`src/rtl/nb_route_scheduler.sv`:
```
// Route sequencer for the North Bridge four-way demux: buffers routed words and
// strobes them one at a time to their target. Optional drop-on-timeout: NB_SCHED_TIMEOUT_EN.
module nb_route_scheduler #(
  parameter int unsigned DATA_W     = 16,
  parameter int unsigned FIFO_DEPTH = 4,
  parameter int unsigned TIMEOUT    = 15
) (
  input  logic                          clk,
  input  logic                          rst_n,
  input  logic [DATA_W-1:0]             in_data,
  input  logic [1:0]                    in_dest,
  input  logic                          in_valid,
  output logic                          in_ready,
  output logic [DATA_W-1:0]             route_data,
  output logic [1:0]                    route_select,
  output logic [3:0]                    route_strobe,
  input  logic [3:0]                    tgt_ack,
  output logic                          err_valid,
  output logic [1:0]                    err_dest,
  output logic [$clog2(FIFO_DEPTH):0]   fifo_level
);

  localparam int unsigned AW = $clog2(FIFO_DEPTH);
  localparam logic [AW:0] FULL_LVL = (AW+1)'(FIFO_DEPTH);

  typedef enum logic {IDLE, SEND} state_t;

  state_t            state;
  logic [DATA_W+1:0] mem [FIFO_DEPTH];
  logic [AW-1:0]     wr_ptr;
  logic [AW-1:0]     rd_ptr;
  logic [AW:0]       count;
  logic              push;
  logic              pop;
  logic              ack;
  logic              expire;
  logic [DATA_W-1:0] head_data;
  logic [1:0]        head_dest;

  // Full is judged on the registered count, so a same-cycle pop never admits a push.
  assign in_ready   = (count != FULL_LVL);
  assign push       = in_valid && in_ready;
  assign fifo_level = count;
  assign head_data  = mem[rd_ptr][DATA_W-1:0];
  assign head_dest  = mem[rd_ptr][DATA_W+1:DATA_W];
  assign ack        = tgt_ack[route_select];
  assign pop        = (state == SEND) && (ack || expire);

  always_ff @(posedge clk) begin
    if (push) mem[wr_ptr] <= {in_dest, in_data};
  end

  always_ff @(posedge clk) begin
    if (!rst_n) begin
      wr_ptr <= '0;
      rd_ptr <= '0;
      count  <= '0;
    end else begin
      if (push) wr_ptr <= wr_ptr + 1'b1;
      if (pop)  rd_ptr <= rd_ptr + 1'b1;
      if (push && !pop)      count <= count + 1'b1;
      else if (pop && !push) count <= count - 1'b1;
    end
  end

  always_ff @(posedge clk) begin
    if (!rst_n) begin
      state        <= IDLE;
      route_data   <= '0;
      route_select <= '0;
      route_strobe <= '0;
    end else begin
      case (state)
        IDLE: begin
          if (count != '0) begin
            route_data   <= head_data;
            route_select <= head_dest;
            route_strobe <= 4'(4'b0001 << head_dest);
            state        <= SEND;
          end
        end
        SEND: begin
          if (pop) begin
            route_data   <= '0;
            route_select <= '0;
            route_strobe <= '0;
            state        <= IDLE;
          end
        end
        default: state <= IDLE;
      endcase
    end
  end

`ifdef NB_SCHED_TIMEOUT_EN
  logic [7:0] tcnt;

  assign expire = (state == SEND) && (tcnt == 8'(TIMEOUT - 1));

  // Counter is held clear in IDLE, which is equivalent to clearing on SEND entry.
  always_ff @(posedge clk) begin
    if (!rst_n) begin
      tcnt      <= '0;
      err_valid <= 1'b0;
      err_dest  <= '0;
    end else begin
      err_valid <= 1'b0;
      if (state == IDLE) begin
        tcnt <= '0;
      end else if (expire && !ack) begin
        err_valid <= 1'b1;
        err_dest  <= route_select;
      end else begin
        tcnt <= tcnt + 1'b1;
      end
    end
  end
`else
  assign expire    = 1'b0;
  assign err_valid = 1'b0;
  assign err_dest  = '0;
`endif

endmodule

```
`config.mk`:
```
export PLATFORM = sky130hd
export DESIGN_NAME = nb_route_scheduler
export DESIGN_NICKNAME = d
export VERILOG_FILES = /design/src/rtl/nb_route_scheduler.sv
export SDC_FILE = /design/constraint.sdc
export NUM_CORES = 1
export LEC_CHECK = 0
export BUFFER_PORTS_ARGS = -buffer_cell sky130_fd_sc_hd__buf_2
export CAP_MARGIN = 20
export CORE_ASPECT_RATIO = 0.75
export CORE_UTILIZATION = 31
export CTS_BUF_LIST = sky130_fd_sc_hd__clkbuf_4 sky130_fd_sc_hd__clkbuf_8 sky130_fd_sc_hd__clkbuf_16
export DETAILED_ROUTE_END_ITERATION = 8
export GPL_TIMING_DRIVEN = 0
export PLACE_DENSITY = 0.53
export SLEW_MARGIN = 15
export SYNTH_ARGS = -nofsm -noshare
export SYNTH_HDL_FRONTEND = slang
export SYNTH_SLANG_ARGS = --single-unit
```
`constraint.sdc`:
```
create_clock -name clk -period 3.75 [get_ports clk]
set_input_delay 1.125 -clock clk [delete_from_list [all_inputs] [get_ports clk]]
set_output_delay 1.125 -clock clk [all_outputs]
set_load 0.05 [all_outputs]
```
---- After elaboration in Yosys (flattened, before gate mapping) ----
Memories as Yosys holds them, arrays and structs flattened. A register that Yosys moved wholly into a read port is not among the register bits.
Index checks and enable logic that the tools add are counted.
W data, S select, Z words.
word-level totals
  output and inout bits ................... 29
  input bits .............................. 25
  logic and storage cells ................. 47
  bits in registers ....................... 30
  memories ................................ 1
  RAM bits ................................ 72
memory list
  name  words  bits a word  read ports  clocked after Yosys merged registers in  wr ports  line  source
  mem   4      18           1           1                                        1         29    logic [DATA_W+1:0] mem [FIFO_DEPTH];
cells by class
  bitwise operators ....................... 1
  multiplexer cells ....................... 20
  magnitude comparators ................... 1
  reduce and logical (&&, ||, !) cells .... 9
  $add $sub $neg .......................... 4
  eq/ne operators ......................... 3
  shifts and indexed selects .............. 1
operators with widths
  kind                   number
  $mux W16               2
  $pmux W16 S2           1
  $mux W2                4
  $mux W4                2
  $pmux W4 S2            1
  $mux W3                2
  $mux W1                5
  $add A2 B1 Y2 const B  2
  $logic_and A1 B1 Y1    4
  $pmux W2 S2            1
  $shl A1 B2 Y4 const A  1
  $add A3 B1 Y3 const B  1
  $lt A2 B3 Y1 const B   1
  $ne A3 B3 Y1 const B   1
  $reduce_bool A3 Y1     1
  $sub A3 B1 Y3 const B  1
  $bmux W1 S2            1
  $logic_not A1 Y1       2
  $ne A2 B1 Y1 const B   1
  $ne A2 B2 Y1 const B   1
  $pmux W1 S2            1
  $reduce_and A2 Y1      1
  $reduce_bool A2 Y1     1
  $not A1 Y1             1

---- Depth between registers and ports, before layout ----
Gate-level depths: netlist of run 1.
  depth in word-level cells ............... 6
  gate-level depth with buffers ........... 8
  depth with buffers taken out ............ 8

---- Least setup slack after synthesis of run 1 ----
OpenSTA, ideal clock, no wires.
  path type ............................... input port to flip-flop
  from .................................... input tgt_ack[3]
  to ...................................... register count[2] (netlist: fifo_level[2])
  setup slack ............................. 0.703 ns
  arrival time ............................ 2.977 ns
  cell stages on the path ................. 8
  path buffers ............................ 0
  cell sequence ........................... mux4_2 nand2_1 ha_1 inv_1 fa_1 xor2_1 or3_1 a21oi_1
between the ends
  longest elaborated chain between the ends .. 6
  elaborated cells between the ends (all ways) .. 8
  those cells by class .................... mux: 3; reduce/logical: 5
ends and longest elaborated chain
  element                                               line  source
  from (decl)                                           17    input logic [3:0] tgt_ack,
  $bmux W1 S2 (*)                                       46    assign ack = tgt_ack[route_select];
  $mux W1 (not written as such) (*)                     46
  $logic_and A1 B1 Y1 (*)                               47    assign pop = (state == SEND) && (ack || expire);
  $logic_not A1 Y1                                      61    if (push && !pop) count <= count + 1'b1;
  $logic_and A1 B1 Y1                                   61
  $mux W3 / $reduce_bool A2 Y1 (equally long branches)  n/a
  to (signal assigned)                                  61
  to (signal assigned)                                  62    else if (pop && !push) count <= count - 1'b1;
  to (decl)                                             32    logic [AW:0] count;
Mark *: on every way between the ends. The rest lies on a longest branch, timed or not. The select of a mux whose other input is x is not followed.
A chain may end at the register's enable or synchronous reset.

---- Worst setup path in the final report of run 1 ----
Ends and elaborated chain as after synthesis.

==> results of run 1 <==
cells by family (layout without fill, tap and decap cells):
| logic type | Yosys count | count (layout) | share of synthesized area |
|---|---|---|---|
| flip-flops | 104 | 104 | 0.715 |
| AO/OA/AOI/OAI | 29 | 29 | 0.0625 |
| AND/OR/NAND/NOR | 28 | 28 | 0.0367 |
| multiplexers | 25 | 25 | 0.128 |
| buffers and inverters | 21 | 87 | 0.0316 |
| adder cells (fa/ha/maj) | 6 | 6 | 0.0211 |
| XOR/XNOR | 2 | 2 | 0.00447 |
| other | 1 | 3 | 0.000956 |
final timing paths:
check	to	start	slack, ns	cells past startpoint
setup / recovery	fifo_level[2]	tgt_ack[3]	0.83	9
hold / removal	route_strobe[3]	route_strobe[3]	0.46	2
setup reg to reg	fifo_level[2]	route_select[0]	1.28	8
hold reg to reg	route_strobe[3]	route_strobe[3]	0.46	2
final cells by class:
cell class,count,area [um^2],area share
sequential,104,2800,0.596
inverter,7,26.3,0.00559
multi-input combinational,93,1000,0.213
tap,166,208,0.0442
clock buffer,11,253,0.0538
timing repair buffer,50,250,0.0532
buffer,14,97.6,0.0208
clock inverter,5,60.1,0.0128
power groups by stage:
stage	Clock (mW)	Combinational, mW	Sequential, mW
floorplan	0	0.618	1.90
global placement	0	1.26	1.56
detailed placement	0	1.28	1.56
CTS	0.993	1.28	1.54
global route	1.03	1.36	1.56
finish	0.976	1.26	1.53
synth_stat cells (4+ instances only):
cell type  number
nand2_1         8
buf_4           4
inv_1           7
a32o_1         18
and3_1          4
nand3_1         4
ha_1            5
o21ai_0         5
dfxtp_1        32
mux4_2         19
edfxtp_1       72
mux2i_1         4
registers in the layout, indices dropped and copies added (netlist names), named ones only:
name	flops
rd_ptr	2
route_strobe	4
route_data	16
mem	72
wr_ptr	2
route_select	2
fifo_level	3
state	1
cell usage in the layout (no fill, tap or decap), drive strengths merged, types with 4 or more instances in the layout:
cell and count:
nand2 8, edfxtp 72, mux4 19, and3 4, clkbuf 15, dfxtp 32
nand3 4, o21ai 5, a32o 18, ha 5, mux2i 5, buf 60
inv 10
stage by stage:
step | cell area (um^2) | utilization | setup slack (ns) | std cells | power, mW
2_1_floorplan | 3930 | - | 0.703 | 218 | 2.52
3_3_place_gp | 4390 | 0.356 | 0.496 | 434 | 2.82
3_5_place_dp | 4390 | 0.356 | 0.465 | 434 | 2.84
4_1_cts | 4700 | 0.382 | 0.826 | 450 | 3.81
5_1_grt | 4700 | 0.382 | 0.673 | 450 | 3.96
6_report | 4700 | 0.382 | 0.830 | 450 | 3.77
per-layer routing:
metal | part of all wire | global-route usage | wire length [um]
met5 | 0 | 0 | 0
met4 | 0.014 | 0.0510 | 110
met3 | 0.060 | 0.0433 | 454
met2 | 0.47 | 0.200 | 3600
met1 | 0.45 | 0.161 | 3460
critical path: stages:
cell	delay, ns
buf_2	0.10
mux4_2	0.53
nand2_1	0.20
ha_1	0.21
inv_1	0.06
fa_1	0.37
xor2_1	0.16
or3_1	0.30
a21oi_1	0.14
==> results by group, run 1 <==
Clock network
  • TritonCTS Sinks: 104
  • PostCTS Resize Cnt: 0
  • Post-CTS Setup Bufs: 0
  • Clock Tree Buf Depth: 2
  • Hold-fix buffers at CTS: 0
  • Clk Tree Root Cell: clkbuf_16
  • Num CTS Buffers: 9
  • Clk Latency, worst-skew pair: 0.35 ns
  • Clk pin slew, worst setup/hold paths: 0.07 ns
  • CTS tree: built
  • Htree depth: 3

Final layout
  • Fraction of layout cells with a size suffix above 1: 0.338
  • Fillers: 1,143
  • Ant. Diodes: 0
  • Area delta synth->final: 19.8%
  • NumNets Final: 310

Route
  • ANT nets after route: 0
  • 1st-pass router iterations: 6
  • Routed vias: 2,087
  • DR iter-0 viols: 148
  • Post-route DRC: 2
  • Avg WL per Cell: 16.9 um
  • Final WL: 7.62 mm
  • Via/cell ratio: 4.64

Synth
  • Ys flop type: edfxtp_1
  • Avg Inst Size Synth: 18.2 um^2
  • Mapped Area: 3920 um^2
  • Yosys reg bits: 104
  • Post-synth EDFFs: 72
  • Synth area leaders: edfxtp_1 55%, dfxtp_1 16%, mux4_2 11%
  • Count of cell types in the netlist: 34
  • Yosys Warn Count: 0
  • Synth Instances: 216
  • Post-synth ARST share: 0
  • Synth top area share: 0.551
  • Sequential cell area fraction in the yosys report: 0.715
  • Cell taking the most area after synthesis: edfxtp_1

STA
  • Fin Clk Skew: 0.00692 ns
  • RSZ-0062 raised after global routing: no
  • Final TNS setup: 0 ns
  • Slew HR: 0.320
  • Fin crit period: 2.92 ns
  • FMAX: 0.343 GHz
  • Final hold violation count: 0
  • Final setup vio count: 0
  • Slew Limit Fails: 0
  • Tcrit/Tclk final: 0.779
  • Fin Hold WS: 0.456 ns
  • Slew @ Worst Pin: 1.02 ns

Worst setup path
  • Critical path peak fanout: 4
  • CP startpoint kind: input port
  • CP required: 4.03 ns
  • CP endpoint kind: flop
  • Crit path DAT: 3.20 ns
  • Setup CP Type: input port to flop

Floorplanning
  • Total die area: 13,100 um^2
  • Core area: 12,300 um^2
  • Die X: 132 um
  • Row Count: 35
  • IO Pins: 54
  • Initial Util: 0.319
  • Die H: 99.4 um

Global route
  • Vias in the first global route: 2,208
  • All-layer global routing usage: 0.127
  • Total gr overflow: 0
  • Global-route wire length before repair: 12.2 mm
  • Largest net degree at the start of global routing: 19
  • Initial antenna violation count: 0

Run
  • Max cap viols: 0

Power
  • Psw: 1.35 mW
  • Internal power: 2.42 mW
  • Sw Share: 0.359
  • Pwr dens: 803 nW/um^2
  • Sequential power share: 0.407
  • Logic pwr share: 0.335
  • Clock power share: 0.259
  • P_leak: 1.72 nW
  • Maximum VDD drop: 0.000281 V

Outcome
  • Outcome: finished with violations
  • Failing checks: design-rule violations

Place
  • GPL Wtd Cong: 0.685
  • DP Wirelength: 4.83 mm
  • IO Port Bufs: 50

Hold path
  • Hold WC Path Type: flop to flop
Note: power is estimated with default switching activity, not from simulation.
==> run 2, diff against run 1 <==
- PLACE_DENSITY: 0.53 -> 0.55
- clock period: 3.75 -> 2.6 ns (I/O delays scaled with it)
==> results by group, run 2 (synthesis results as in run 1) <==
Final layout
  • Most frequent cells in the layout: 72 x edfxtp_1, 52 x buf_2, 32 x dfxtp_1, 19 x mux4_2, 18 x a32o_1
  • Largest Register: mem
  • Commonest non-fill, non-tap cell in the layout: edfxtp_1
  • Fin cells: 451 (+0.22%)
  • Final Core Density: 0.384 (+0.00203)
  • Multi-input gate area: 1020 um^2 (+2.0%)
  • Fraction of layout cells with a size suffix above 1: 0.349 (+0.0106)
  • Top flop regs: mem: 72 flops, route_data: 16 flops, route_strobe: 4 flops
  • Largest register FFs: 72 (unchanged)
  • Reg area: 2800 um^2 (unchanged)
  • Area delta synth->final: 20.5%
  • Fillers: 1,138 (-0.44%)
  • NumNets Final: 310 (unchanged)

STA
  • RSZ-0062 raised after global routing: no
  • Fin Clk Skew: 0.00738 ns (+0.000458 ns)
  • Slew HR: 0.314 (-0.00576)
  • Slew Limit Fails: 0 (unchanged)
  • Fin crit period: 2.47 ns
  • Fin Hold WS: 0.462 ns (+0.00566 ns)
  • Final TNS setup: 0 ns (unchanged)
  • Slew @ Worst Pin: 1.03 ns (+0.00865 ns)
  • Final hold violation count: 0 (unchanged)
  • FMAX: 0.405 GHz
  • Tcrit/Tclk final: 0.949
  • Worst Setup Slack, final: 0.133 ns (-0.698 ns)
  • Final setup vio count: 0 (unchanged)

Worst setup path
  • Critical path peak fanout: 4 (unchanged)
  • Slowest CP cell: mux4_2
  • Setup CP Type: input port to flop
  • CP max stage delay: 0.56 ns (+0.03 ns)
  • CP endpoint kind: flop
  • CP startpoint kind: input port
  • Crit-path cells: buf_2, mux4_2, nand2_4, ha_4, inv_1, fa_1, xor2_1, or3_1, a21oi_1
  • Crit path DAT: 2.74 ns (-0.46 ns)
  • CP required: 2.87 ns (-1.16 ns)

Route
  • ANT nets after route: 0 (unchanged)
  • Routed vias: 2,095 (+0.38%)
  • Via/cell ratio: 4.65 (+0.16%)
  • 1st-pass router iterations: 4 (-2)
  • DR iter-0 viols: 157 (+6.1%)
  • Final WL: 7.21 mm (-5.4%)
  • Post-route DRC: 0 (-2)
  • Avg WL per Cell: 16.0 um (-5.6%)

Floorplanning
  • Core area: 12,300 um^2 (unchanged)
  • Initial Util: 0.319 (unchanged)
  • Die X: 132 um (unchanged)
  • Die H: 99.4 um (unchanged)
  • Row Count: 35 (unchanged)
  • Total die area: 13,100 um^2 (unchanged)
  • IO Pins: 54 (unchanged)

Global route
  • Largest net degree at the start of global routing: 20 (+1)
  • Total gr overflow: 0 (unchanged)
  • Initial antenna violation count: 1 (+1)
  • All-layer global routing usage: 0.121 (-0.00610)
  • Vias in the first global route: 2,082 (-5.7%)
  • Global-route wire length before repair: 11.4 mm (-6.0%)

Place
  • DP Wirelength: 4.65 mm (-3.7%)
  • IO Port Bufs: 50 (unchanged)
  • GPL Wtd Cong: 0.720 (+5.2%)
  • Placed Cells: 434 (unchanged)
  • Place WS: -0.212 ns (-0.677 ns)

Clock network
  • TritonCTS Sinks: 104 (unchanged)
  • Post-CTS Setup Bufs: 0 (unchanged)
  • Clk Latency, worst-skew pair: 0.35 ns (about the same)
  • Clock Tree Buf Depth: 2 (unchanged)
  • Htree depth: 3 (unchanged)
  • Clk Tree Root Cell: clkbuf_16
  • Hold-fix buffers at CTS: 0 (unchanged)
  • Num CTS Buffers: 9 (unchanged)
  • Clk pin slew, worst setup/hold paths: 0.07 ns (about the same)
  • CTS tree: built
  • PostCTS Resize Cnt: 0 (unchanged)

Run
  • Max cap viols: 0 (unchanged)

Power
  • Maximum VDD drop: 0.000420 V (+49%)
  • P_leak: 1.72 nW (about the same)
  • Pwr dens: 1150 nW/um^2 (+43%)

Outcome
  • Outcome: finished clean

Hold path
  • Hold WC Path Type: flop to flop
==> run 2: final timing paths <==
path | startpoint | to | slack, ns | depth (start not counted)
setup / recovery | tgt_ack[3] | fifo_level[2] | 0.13 | 9
hold / removal | route_strobe[3] | route_strobe[3] | 0.46 | 2
hold reg to reg | route_strobe[3] | route_strobe[3] | 0.46 | 2
setup reg to reg | route_select[0] | fifo_level[2] | 0.24 | 8
==> run 2: final cells by class <==
| cell class | instances | share of cell area |
|---|---|---|
| Timing Repair Buffer | 50 | 0.0530 |
| Antenna cell | 1 | 0.000530 |
| Clock inverter | 7 | 0.0191 |
| Sequential cell | 104 | 0.593 |
| Clock buffer | 9 | 0.0477 |
| Buffer | 14 | 0.0207 |
| Multi-Input combinational cell | 93 | 0.216 |
| Tap cell | 166 | 0.0440 |
| Inverter | 7 | 0.00556 |
==> run 2: critical path, delay by kind of cell <==
kind / cells / cell delay, ns
fa+ha+maj: 2 / 0.51
compound gates: 1 / 0.17
simple gates: 2 / 0.43
buf+inv: 2 / 0.13
mux: 1 / 0.56
xor+xnor: 1 / 0.16
==> run 2: stage by stage <==
stage	power [mW]	cell area, um^2
floorplan	3.66	3950
global placement	4.09	4410
detailed placement	4.11	4410
CTS	5.51	4720
global route	5.72	4720
finish	5.43	4720
==> run 2: report_power, final <==
part	switching, mW	total [mW]	internal [mW]
registers	0.149	2.21	2.06
clock network	0.621	1.39	0.766
logic	1.20	1.84	0.638
==> run 2: routing by layer <==
metal / vias to the layer above / track usage / wire (um)
met4: 0 / 0.0429 / 95
li1: 981 / - / -
met5: - / 0 / 0
met2: 55 / 0.178 / 3270
met3: 7 / 0.0499 / 440
met1: 1052 / 0.159 / 3410
